File: src/rtl/display_scan_if.sv
// Bus between the calculator datapath and the display scan controller.
// The controller sits on the slave modport; the datapath/bench uses master.
interface display_scan_if;
  logic [15:0] value_in;
  logic        load;
  logic [3:0]  digit_en;
  logic        load_ack;
  logic        frame_start;
  logic [1:0]  digit_sel;
  logic [3:0]  an_n;
  logic [6:0]  seg_n;

  modport master (
    output value_in, load, digit_en,
    input  load_ack, frame_start, digit_sel, an_n, seg_n
  );

  modport slave (
    input  value_in, load, digit_en,
    output load_ack, frame_start, digit_sel, an_n, seg_n
  );
endinterface

File: src/rtl/display_scan_ctrl.sv
// 4-digit seven-segment scan controller with anti-ghost blanking and frame-aligned double buffering.
// Optional macro LEADING_ZERO_BLANK_EN suppresses leading zeros on digits 3..1.
module display_scan_ctrl #(
  parameter int TICK_DIV     = 50000,
  parameter int BLANK_CYCLES = 16
) (
  input  logic          clk,
  input  logic          rst_n,
  display_scan_if.slave bus
);

  localparam int CNT_W = $clog2(TICK_DIV);
  localparam logic [CNT_W-1:0] TICK_LAST  = CNT_W'(TICK_DIV - 1);
  localparam logic [CNT_W-1:0] BLANK_LAST = CNT_W'(BLANK_CYCLES - 1);
  localparam bit HAS_BLANK = (BLANK_CYCLES != 0);

  localparam logic [0:0] ST_BLANK = 1'b0;
  localparam logic [0:0] ST_DRIVE = 1'b1;
  localparam logic [0:0] ST_INIT  = HAS_BLANK ? ST_BLANK : ST_DRIVE;

  logic [CNT_W-1:0] tick_cnt;
  logic [1:0]       digit_sel;
  logic [0:0]       state;
  logic [15:0]      shadow;
  logic [15:0]      pending;
  logic             pend_valid;
  logic             slot_wrap;
  logic             frame_wrap;
  logic [3:0]       nibble;
  logic             lead_zero;

  function automatic logic [6:0] hex_to_seg(input logic [3:0] hex);
    logic [6:0] seg;
    case (hex)
      4'h0: seg = 7'b1000000;
      4'h1: seg = 7'b1111001;
      4'h2: seg = 7'b0100100;
      4'h3: seg = 7'b0110000;
      4'h4: seg = 7'b0011001;
      4'h5: seg = 7'b0010010;
      4'h6: seg = 7'b0000010;
      4'h7: seg = 7'b1111000;
      4'h8: seg = 7'b0000000;
      4'h9: seg = 7'b0010000;
      4'hA: seg = 7'b0001000;
      4'hB: seg = 7'b0000011;
      4'hC: seg = 7'b1000110;
      4'hD: seg = 7'b0100001;
      4'hE: seg = 7'b0000110;
      default: seg = 7'b0001110;
    endcase
    return seg;
  endfunction

  assign slot_wrap  = (tick_cnt == TICK_LAST);
  assign frame_wrap = slot_wrap && (digit_sel == 2'd3);
  assign nibble     = shadow[{digit_sel, 2'b00} +: 4];
  assign bus.digit_sel = digit_sel;

`ifdef LEADING_ZERO_BLANK_EN
  // Digit 0 is never suppressed so an all-zero value still shows "0".
  always_comb begin
    lead_zero = 1'b0;
    case (digit_sel)
      2'd1:    lead_zero = (shadow[15:4] == 12'h000);
      2'd2:    lead_zero = (shadow[15:8] == 8'h00);
      2'd3:    lead_zero = (shadow[15:12] == 4'h0);
      default: lead_zero = 1'b0;
    endcase
  end
`else
  assign lead_zero = 1'b0;
`endif

  always_ff @(posedge clk or negedge rst_n) begin
    if (!rst_n) begin
      tick_cnt  <= '0;
      digit_sel <= 2'd0;
    end else if (slot_wrap) begin
      tick_cnt  <= '0;
      digit_sel <= digit_sel + 2'd1;
    end else begin
      tick_cnt  <= tick_cnt + 1'b1;
    end
  end

  always_ff @(posedge clk or negedge rst_n) begin
    if (!rst_n) begin
      state <= ST_INIT;
    end else if (slot_wrap) begin
      state <= ST_INIT;
    end else if (HAS_BLANK && state == ST_BLANK && tick_cnt == BLANK_LAST) begin
      state <= ST_DRIVE;
    end
  end

  // Outputs lag state/digit_sel by one cycle so the pins come straight from flops.
  always_ff @(posedge clk or negedge rst_n) begin
    if (!rst_n) begin
      bus.an_n  <= 4'hF;
      bus.seg_n <= 7'h7F;
    end else if (state == ST_DRIVE) begin
      bus.an_n  <= bus.digit_en[digit_sel] ? ~(4'b0001 << digit_sel) : 4'hF;
      bus.seg_n <= lead_zero ? 7'h7F : hex_to_seg(nibble);
    end else begin
      bus.an_n  <= 4'hF;
      bus.seg_n <= 7'h7F;
    end
  end

  // A load landing exactly on the frame boundary bypasses pending and wins.
  always_ff @(posedge clk or negedge rst_n) begin
    if (!rst_n) begin
      shadow          <= 16'h0000;
      pending         <= 16'h0000;
      pend_valid      <= 1'b0;
      bus.load_ack    <= 1'b0;
      bus.frame_start <= 1'b0;
    end else begin
      bus.frame_start <= frame_wrap;
      bus.load_ack    <= 1'b0;
      if (frame_wrap && bus.load) begin
        shadow       <= bus.value_in;
        pend_valid   <= 1'b0;
        bus.load_ack <= 1'b1;
      end else if (frame_wrap && pend_valid) begin
        shadow       <= pending;
        pend_valid   <= 1'b0;
        bus.load_ack <= 1'b1;
      end else if (bus.load) begin
        pending      <= bus.value_in;
        pend_valid   <= 1'b1;
      end
    end
  end

endmodule
File: src/flat_wrapper.sv
// flat-port wrapper written by rule: the top's interface ports become plain ports
module display_scan_ctrl_flat 
#(
  parameter int TICK_DIV     = 50000,
  parameter int BLANK_CYCLES = 16
)
  (clk, rst_n, bus_value_in, bus_load, bus_digit_en, bus_load_ack, bus_frame_start, bus_digit_sel, bus_an_n, bus_seg_n);
  display_scan_if bus_i ();
  input  logic clk;
  input  logic rst_n;
  input wire logic [$bits(bus_i.value_in)-1:0] bus_value_in;
  input wire logic [$bits(bus_i.load)-1:0] bus_load;
  input wire logic [$bits(bus_i.digit_en)-1:0] bus_digit_en;
  output wire logic [$bits(bus_i.load_ack)-1:0] bus_load_ack;
  output wire logic [$bits(bus_i.frame_start)-1:0] bus_frame_start;
  output wire logic [$bits(bus_i.digit_sel)-1:0] bus_digit_sel;
  output wire logic [$bits(bus_i.an_n)-1:0] bus_an_n;
  output wire logic [$bits(bus_i.seg_n)-1:0] bus_seg_n;
  assign bus_i.value_in = bus_value_in;
  assign bus_i.load = bus_load;
  assign bus_i.digit_en = bus_digit_en;
  assign bus_load_ack = bus_i.load_ack;
  assign bus_frame_start = bus_i.frame_start;
  assign bus_digit_sel = bus_i.digit_sel;
  assign bus_an_n = bus_i.an_n;
  assign bus_seg_n = bus_i.seg_n;
  display_scan_ctrl #(.TICK_DIV(TICK_DIV), .BLANK_CYCLES(BLANK_CYCLES)) u_core (.clk(clk), .rst_n(rst_n), .bus(bus_i));
endmodule
File: config.mk
export PLATFORM = sky130hd
export DESIGN_NAME = display_scan_ctrl_flat
export DESIGN_NICKNAME = d
export VERILOG_FILES = /design/src/rtl/display_scan_if.sv /design/src/rtl/display_scan_ctrl.sv /design/src/flat_wrapper.sv
export SDC_FILE = /design/constraint.sdc
export NUM_CORES = 1
export LEC_CHECK = 0
export BUFFER_PORTS_ARGS = -buffer_cell sky130_fd_sc_hd__clkbuf_2
export CORE_UTILIZATION = 52
export DETAILED_ROUTE_END_ITERATION = 16
export PLACE_DENSITY = 0.74
export REMOVE_ABC_BUFFERS = 1
export SETUP_SLACK_MARGIN = 0.3
export SLEW_MARGIN = 5
export SYNTH_ARGS = -nofsm -noshare
export SYNTH_HDL_FRONTEND = slang
export SYNTH_SLANG_ARGS = --single-unit
File: constraint.sdc
create_clock -name clk -period 2 [get_ports clk]
set_clock_uncertainty 0.05 [all_clocks]
set_input_delay 0.3 -clock clk [delete_from_list [all_inputs] [get_ports clk]]
set_output_delay 0.3 -clock clk [all_outputs]
set_load 0.02 [all_outputs]
# Word-level counts from Yosys, hierarchy flattened
# Memories as Yosys holds them, arrays and structs flattened.
# Index checks and enable logic that the tools add are counted.
classes:
  add_sub_neg: 2
  order_cmp: 1
  n_eq_ne: 3
  n_shift: 2
  mux: 15
  n_bitwise: 4
  reduce_logical: 8
op_table:
  columns: ["cell", "count"]
  rows:
  - ["2-to-1 mux 16 bit", 3]
  - ["adder 16 x 1 -> 16 bit, second input constant", 1]
  - ["== test 16 bit, second input constant", 1]
  - ["== test 16 x 4 -> 1 bit, second input constant", 1]
  - ["variable part select 16 x 5 -> 4 bit", 1]
  - ["2-to-1 mux 1 bit", 8]
  - ["2-to-1 mux 4 bit", 2]
  - ["2-to-1 mux 7 bit", 1]
  - ["logical AND 1 bit", 4]
  - ["inverter 4 bit", 1]
  - ["nonzero test 2 bit", 2]
  - ["<< shifter 1 x 2 -> 4 bit, first input constant", 1]
  - ["< comparator 2 x 3 -> 1 bit, second input constant", 1]
  - ["inverter 1 bit", 3]
  - ["AND reduction 3 bit", 1]
  - ["nonzero test 3 bit", 1]
  - ["adder 2 x 1 -> 2 bit, second input constant", 1]
  - ["binary-select mux 1 bit (select 2 bit)", 1]
  - ["== test 2 bit, second input constant", 1]
totals:
  reg_bits: 65
  rom_bits: 112
  out_inout_bits: 15
  wordCells: 46
  memories: 1
memory_table:
  columns: ["name", "words", "width", "rd", "rd_ports_with_merged_regs", "write_ports", "line_no", "rtl"]
  rows:
  - ["(no name shown)", 16, 7, 1, 0, 0, "display_scan_ctrl.sv:34", "case (hex)"]

# Logic depth before layout (Yosys ltp)
depth:
  word_depth: 5
  mapped_depth: 7
  depth_no_buf: 6

# Worst setup path before layout
# No wires, ideal clock.
synth_timing:
  path_type: "reg-to-reg"
  startpoint: "register u_core.digit_sel[0] (netlist: u_core.bus.digit_sel[0])"
  endpoint: "register u_core.bus.seg_n[3]"
  setup_time_ps: 79
  arrival_time_ps: 1999
  required_time_ps: 1871
  slack_ps: -128
  path_stages_with_launch: 7
  path_buffers: 1
  period_less_slack_ps: 2128
  cell_sequence: "dfrtp_1 > buf_2 > mux4_2 > inv_1 > ha_1 > o211a_1 > o21ai_0"
synth_via:
  elab_chain_len: 3
synth_rtl:
  columns: ["item", "line_no", "rtl"]
  rows:
  - ["start, declared", "display_scan_ctrl.sv:22", "logic [1:0] digit_sel;"]
  - ["start signal, assigned", "display_scan_ctrl.sv:81", "digit_sel <= digit_sel + 2'd1;"]
  - ["variable part select 16 x 5 -> 4 bit", "display_scan_ctrl.sv:57", "assign nibble = shadow[{digit_sel, 2'b00} +: 4];"]
  - ["memory (16 x 7 bit)", null, null]
  - ["2-to-1 mux 7 bit", "display_scan_ctrl.sv:102", "end else if (state == ST_DRIVE) begin"]
  - ["end signal, assigned", "display_scan_ctrl.sv:104", "bus.seg_n <= lead_zero ? 7'h7F : hex_to_seg(nibble);"]
  - ["end, declared", "display_scan_if.sv:20", "output load_ack, frame_start, digit_sel, an_n, seg_n"]
# Every way passes these cells.
# A chain may end at the register's enable or synchronous reset.

# Final worst setup path
# Same ends and word-level chain as after synthesis.

==> results.cfg <==
[synthesis]
synthFlopType = sky130_fd_sc_hd__dfrtp_1
number_of_synthesized_flops_with_an_enable_pin = 0
netlist-cell-type-count = 45
netlist_instances = 269
count_of_yosys_warnings_during_synthesis = 0
ys_seq_area_frac = 0.5240
post_synth_instance_area_um2 = 3131
synth_seq_cells = 65
ys_async_sr_fraction = 1.000
synth.avg_cell_area_um2 = 11.64

[global_route]
global_route.usage.total = 0.2772
grt_pass1_wl_um = 12880
globalRouteOverflowTotal = 0
grt_antenna_before_repair = 0
first_global_vias = 2485
largest_net_degree_at_the_start_of_global_routing = 66

[power]
cell_internal_pwr_mw = 2.235
seqPwrFrac = 0.473
switchingPower_mw = 0.7752
swShare = 0.2575
total_leakage_power_nw = 1.845
pwr-share-comb = 0.099
peakVddDrop_mv = 0.4941
power.density_cell_area_nw_per_um2 = 729.9
clock_power_share = 0.428
design_power_total_mw = 3.010

[layout]
final.fill_count = 376
area.sequential_um2 = 1645
ratio_of_cells_with_drive_above_1_in_the_final_layout = 0.4128
antenna-diode-count = 0
util_after_layout = 0.7310
area_growth_syn_to_layout_pct = 31.73
layout.nets = 373
multi_input_gate_area_um2 = 1599

[floorplanning]
core-area_um2 = 5642
cell_rows = 27
initial_utilization = 0.5549
die_width_um = 79.59
floorplan.die.height_um = 79.59
fp.dieArea_um2 = 6335
top_level_ports = 38

[critical_path]
worst_path_dominant_cell_family = multiplexers
r2r_slack_ns = 0.08
required_time_of_the_critical_path_ns = 2.22
setup.worst_path.start_class = register
reg2regPathDepth = 5
worst_r2r_endpoint = u_core.bus.seg_n[3]
critPathBufInv = 0
worst_r2r_startpoint = u_core.bus.digit_sel[0]
worst_path_max_delay_cell = sky130_fd_sc_hd__mux4_2
criticalPathCategory = register to register
cp.arrival_ns = 2.14
critical_path.max_stage_delay_ns = 0.63
critPathCaptureType = register
crit_chain = mux4_2 > ha_4 > nor2b_2 > a211oi_2 > o21ai_1
path_max_fanout = 5

[cts]
cts_max_level = 3
cts_buffers = 9
tritoncts_clock_tree = built
cts_sinks = 65
max-clock-path-buffers = 2
worst_skew_pair_later_pin_latency_ns = 0.36
cts.root.buffer_cell = sky130_fd_sc_hd__clkbuf_8
cts.reportedPaths.clkPinSlew_ns = 0.09

[sta]
final.period_utilization = 0.9609
number_of_hold_slack_violations_in_the_final_timing_report = 0
layout_min_cycle_time_ns = 1.922
setup_repair_after_global_routing_missed_its_margin = true
max_clock_freq_ghz = 0.5203
setup_viol = 0
max_slew_margin = 0.6254
finalMaxSlewViolations = 0
worst_slew_pin_slew_ns = 0.5619

[placed_design]
portBuffers = 37
globalplace.congestion = 0.8571
dpl.hpwl_um = 4106

[routing]
drc = 0
detail_route.first_pass.iterations = 5
antenna_left = 0
wl_per_cell_um = 19.59
wirelength_um = 8150
dr_total_vias = 2522
drt-initial-drc-count = 150
avgViaCountPerCell = 6.063

[min_path]
hold_depth = 3
min-delay-start = bus_value_in[12]
holdPathEnd = u_core.pending[12]
hp_class = primary input to register

[flow_run]
drv_cap = 0

[status]
outcome = completed
==> flip-flops by register name, summed over array words and instances, names as in the netlist <==
name / flops
u_core.shadow: 16
u_core.state: 1
u_core.bus.seg_n: 7
u_core.bus.digit_sel: 2
u_core.bus.an_n: 4
u_core.bus.frame_start: 1
u_core.bus.load_ack: 1
u_core.pend_valid: 1
u_core.tick_cnt: 16
u_core.pending: 16
==> worst max path at each step <==
| stage | startpoint | to | slack [ns] | cells past startpoint |
|---|---|---|---|---|
| floorplan | u_core.bus.digit_sel[0] | u_core.bus.seg_n[3] | -0.10 | 5 |
| global placement | u_core.tick_cnt[0] | u_core.tick_cnt[14] | 0.13 | 5 |
| detailed placement | u_core.bus.digit_sel[0] | u_core.bus.seg_n[3] | 0.08 | 5 |
| CTS | u_core.tick_cnt[4] | u_core.pending[15] | 0.13 | 5 |
| global route | u_core.tick_cnt[4] | u_core.pending[15] | 0.03 | 5 |
| finish | u_core.bus.digit_sel[0] | u_core.bus.seg_n[3] | 0.08 | 5 |
==> logic make-up after synthesis <==
group | after synthesis | share of synthesized area
DFF | 65 | 0.5240
muxes | 7 | 0.04237
buffers and inverters | 23 | 0.03597
adders and majority gates | 11 | 0.04396
AOI/OAI and AO/OA | 71 | 0.1711
and+or+nand+nor | 80 | 0.1491
xor gates and xnor gates | 12 | 0.03357
==> cell type report <==
type	count	area share
multi-input combinational	184	0.3877
inverter	9	0.01001
tap	72	0.02184
timing repair buffer	70	0.1265
clock inverter	7	0.02488
sequential	65	0.3990
clock buffer	9	0.03004
==> cells in the mapped netlist (2+ instances only) <==
| library cell | n | area [um^2] |
|---|---|---|
| sky130_fd_sc_hd__dfrtp_1 | 54 | 1351 |
| sky130_fd_sc_hd__and2_1 | 18 | 112.6 |
| sky130_fd_sc_hd__a31oi_1 | 17 | 106.4 |
| sky130_fd_sc_hd__a22o_1 | 16 | 140.1 |
| sky130_fd_sc_hd__nor2_1 | 16 | 60.06 |
| sky130_fd_sc_hd__o2bb2ai_1 | 16 | 140.1 |
| sky130_fd_sc_hd__dfstp_2 | 11 | 289.0 |
| sky130_fd_sc_hd__ha_1 | 11 | 137.6 |
| sky130_fd_sc_hd__nand2_1 | 11 | 41.29 |
| sky130_fd_sc_hd__nand3_1 | 10 | 50.05 |
| sky130_fd_sc_hd__inv_1 | 8 | 30.03 |
| sky130_fd_sc_hd__clkbuf_1 | 7 | 26.28 |
| sky130_fd_sc_hd__xnor2_1 | 7 | 61.31 |
| sky130_fd_sc_hd__a21oi_1 | 6 | 30.03 |
| sky130_fd_sc_hd__mux4_2 | 5 | 112.6 |
| sky130_fd_sc_hd__nor2b_1 | 5 | 31.28 |
| sky130_fd_sc_hd__xor2_1 | 5 | 43.79 |
| sky130_fd_sc_hd__o211ai_1 | 4 | 30.03 |
| sky130_fd_sc_hd__o21ai_0 | 4 | 20.02 |
| sky130_fd_sc_hd__buf_2 | 3 | 15.01 |
| sky130_fd_sc_hd__nor4_1 | 3 | 18.77 |
| sky130_fd_sc_hd__and3_1 | 2 | 12.51 |
| sky130_fd_sc_hd__buf_4 | 2 | 15.01 |
| sky130_fd_sc_hd__buf_6 | 2 | 22.52 |
| sky130_fd_sc_hd__mux2i_1 | 2 | 20.02 |
| sky130_fd_sc_hd__nand2b_1 | 2 | 12.51 |
| sky130_fd_sc_hd__nor3_1 | 2 | 10.01 |
| sky130_fd_sc_hd__or3_1 | 2 | 12.51 |
| sky130_fd_sc_hd__or4_4 | 2 | 22.52 |
==> power by group through the flow <==
stage / sequential [mW] / clock [mW] / combinational, mW
2_1_floorplan: 1.45 / 0 / 0.126
3_5_place_dp: 1.43 / 0 / 0.239
6_report: 1.42 / 1.29 / 0.298
5_1_grt: 1.43 / 1.34 / 0.323
3_3_place_gp: 1.43 / 0 / 0.232
4_1_cts: 1.42 / 1.29 / 0.275
==> per-layer routing <==
| metal | wire length [um] | share of wire | global-route usage | up-vias |
|---|---|---|---|---|
| met3 | 469 | 0.058 | 0.07086 | 28 |
| met5 | 0 | 0 | 0 | - |
| met1 | 3465 | 0.43 | 0.3516 | 1260 |
| li1 | - | - | - | 1143 |
| met2 | 3917 | 0.48 | 0.4333 | 91 |
| met4 | 297 | 0.036 | 0.1509 | 0 |
==> tightest hold or removal path, stage by stage <==
cell and delay (ns):
sky130_fd_sc_hd__clkbuf_2 0.07, sky130_fd_sc_hd__and2_1 0.13, sky130_fd_sc_hd__a22o_1 0.11
==> placed cells by master (no fill, tap or decap), types with 5 or more instances in the layout <==
| master | instances |
|---|---|
| sky130_fd_sc_hd__buf_4 | 19 |
| sky130_fd_sc_hd__ha_1 | 5 |
| sky130_fd_sc_hd__xor2_1 | 5 |
| sky130_fd_sc_hd__dfstp_2 | 11 |
| sky130_fd_sc_hd__nor2_1 | 15 |
| sky130_fd_sc_hd__o2bb2ai_1 | 16 |
| sky130_fd_sc_hd__inv_1 | 6 |
| sky130_fd_sc_hd__ha_4 | 5 |
| sky130_fd_sc_hd__nand3_1 | 7 |
| sky130_fd_sc_hd__and2_1 | 17 |
| sky130_fd_sc_hd__clkbuf_2 | 37 |
| sky130_fd_sc_hd__buf_6 | 9 |
| sky130_fd_sc_hd__mux4_2 | 8 |
| sky130_fd_sc_hd__xnor2_1 | 7 |
| sky130_fd_sc_hd__a22o_1 | 16 |
| sky130_fd_sc_hd__clkbuf_8 | 9 |
| sky130_fd_sc_hd__dfrtp_1 | 50 |
| sky130_fd_sc_hd__nand2_1 | 7 |
| sky130_fd_sc_hd__a31oi_1 | 17 |
==> per-stage QoR <==
stage	setup TNS [ns]	hold WS (ns)	instance area [um^2]	cells	setup slack, ns
floorplan	-0.2027	-0.04559	3052	255	-0.1014
global placement	0	0.2919	3480	381	0.1301
detailed placement	0	0.2925	3480	381	0.08265
CTS	0	0.2268	4006	412	0.1261
global route	0	0.2525	4124	416	0.03082
finish	0	0.2303	4124	416	0.07813
==> timing repair <==
item / CTS / global route
gates resized for setup: 31 / 25
gates cloned: 4 / 0
endpoints found under the setup margin: 53 / 58
setup buffers: 10 / 4
pin swaps: 10 / 6
hold buffers: 1 / 0
hold endpoints to repair: 54 / 0
Power figures use the tool's default switching activity.
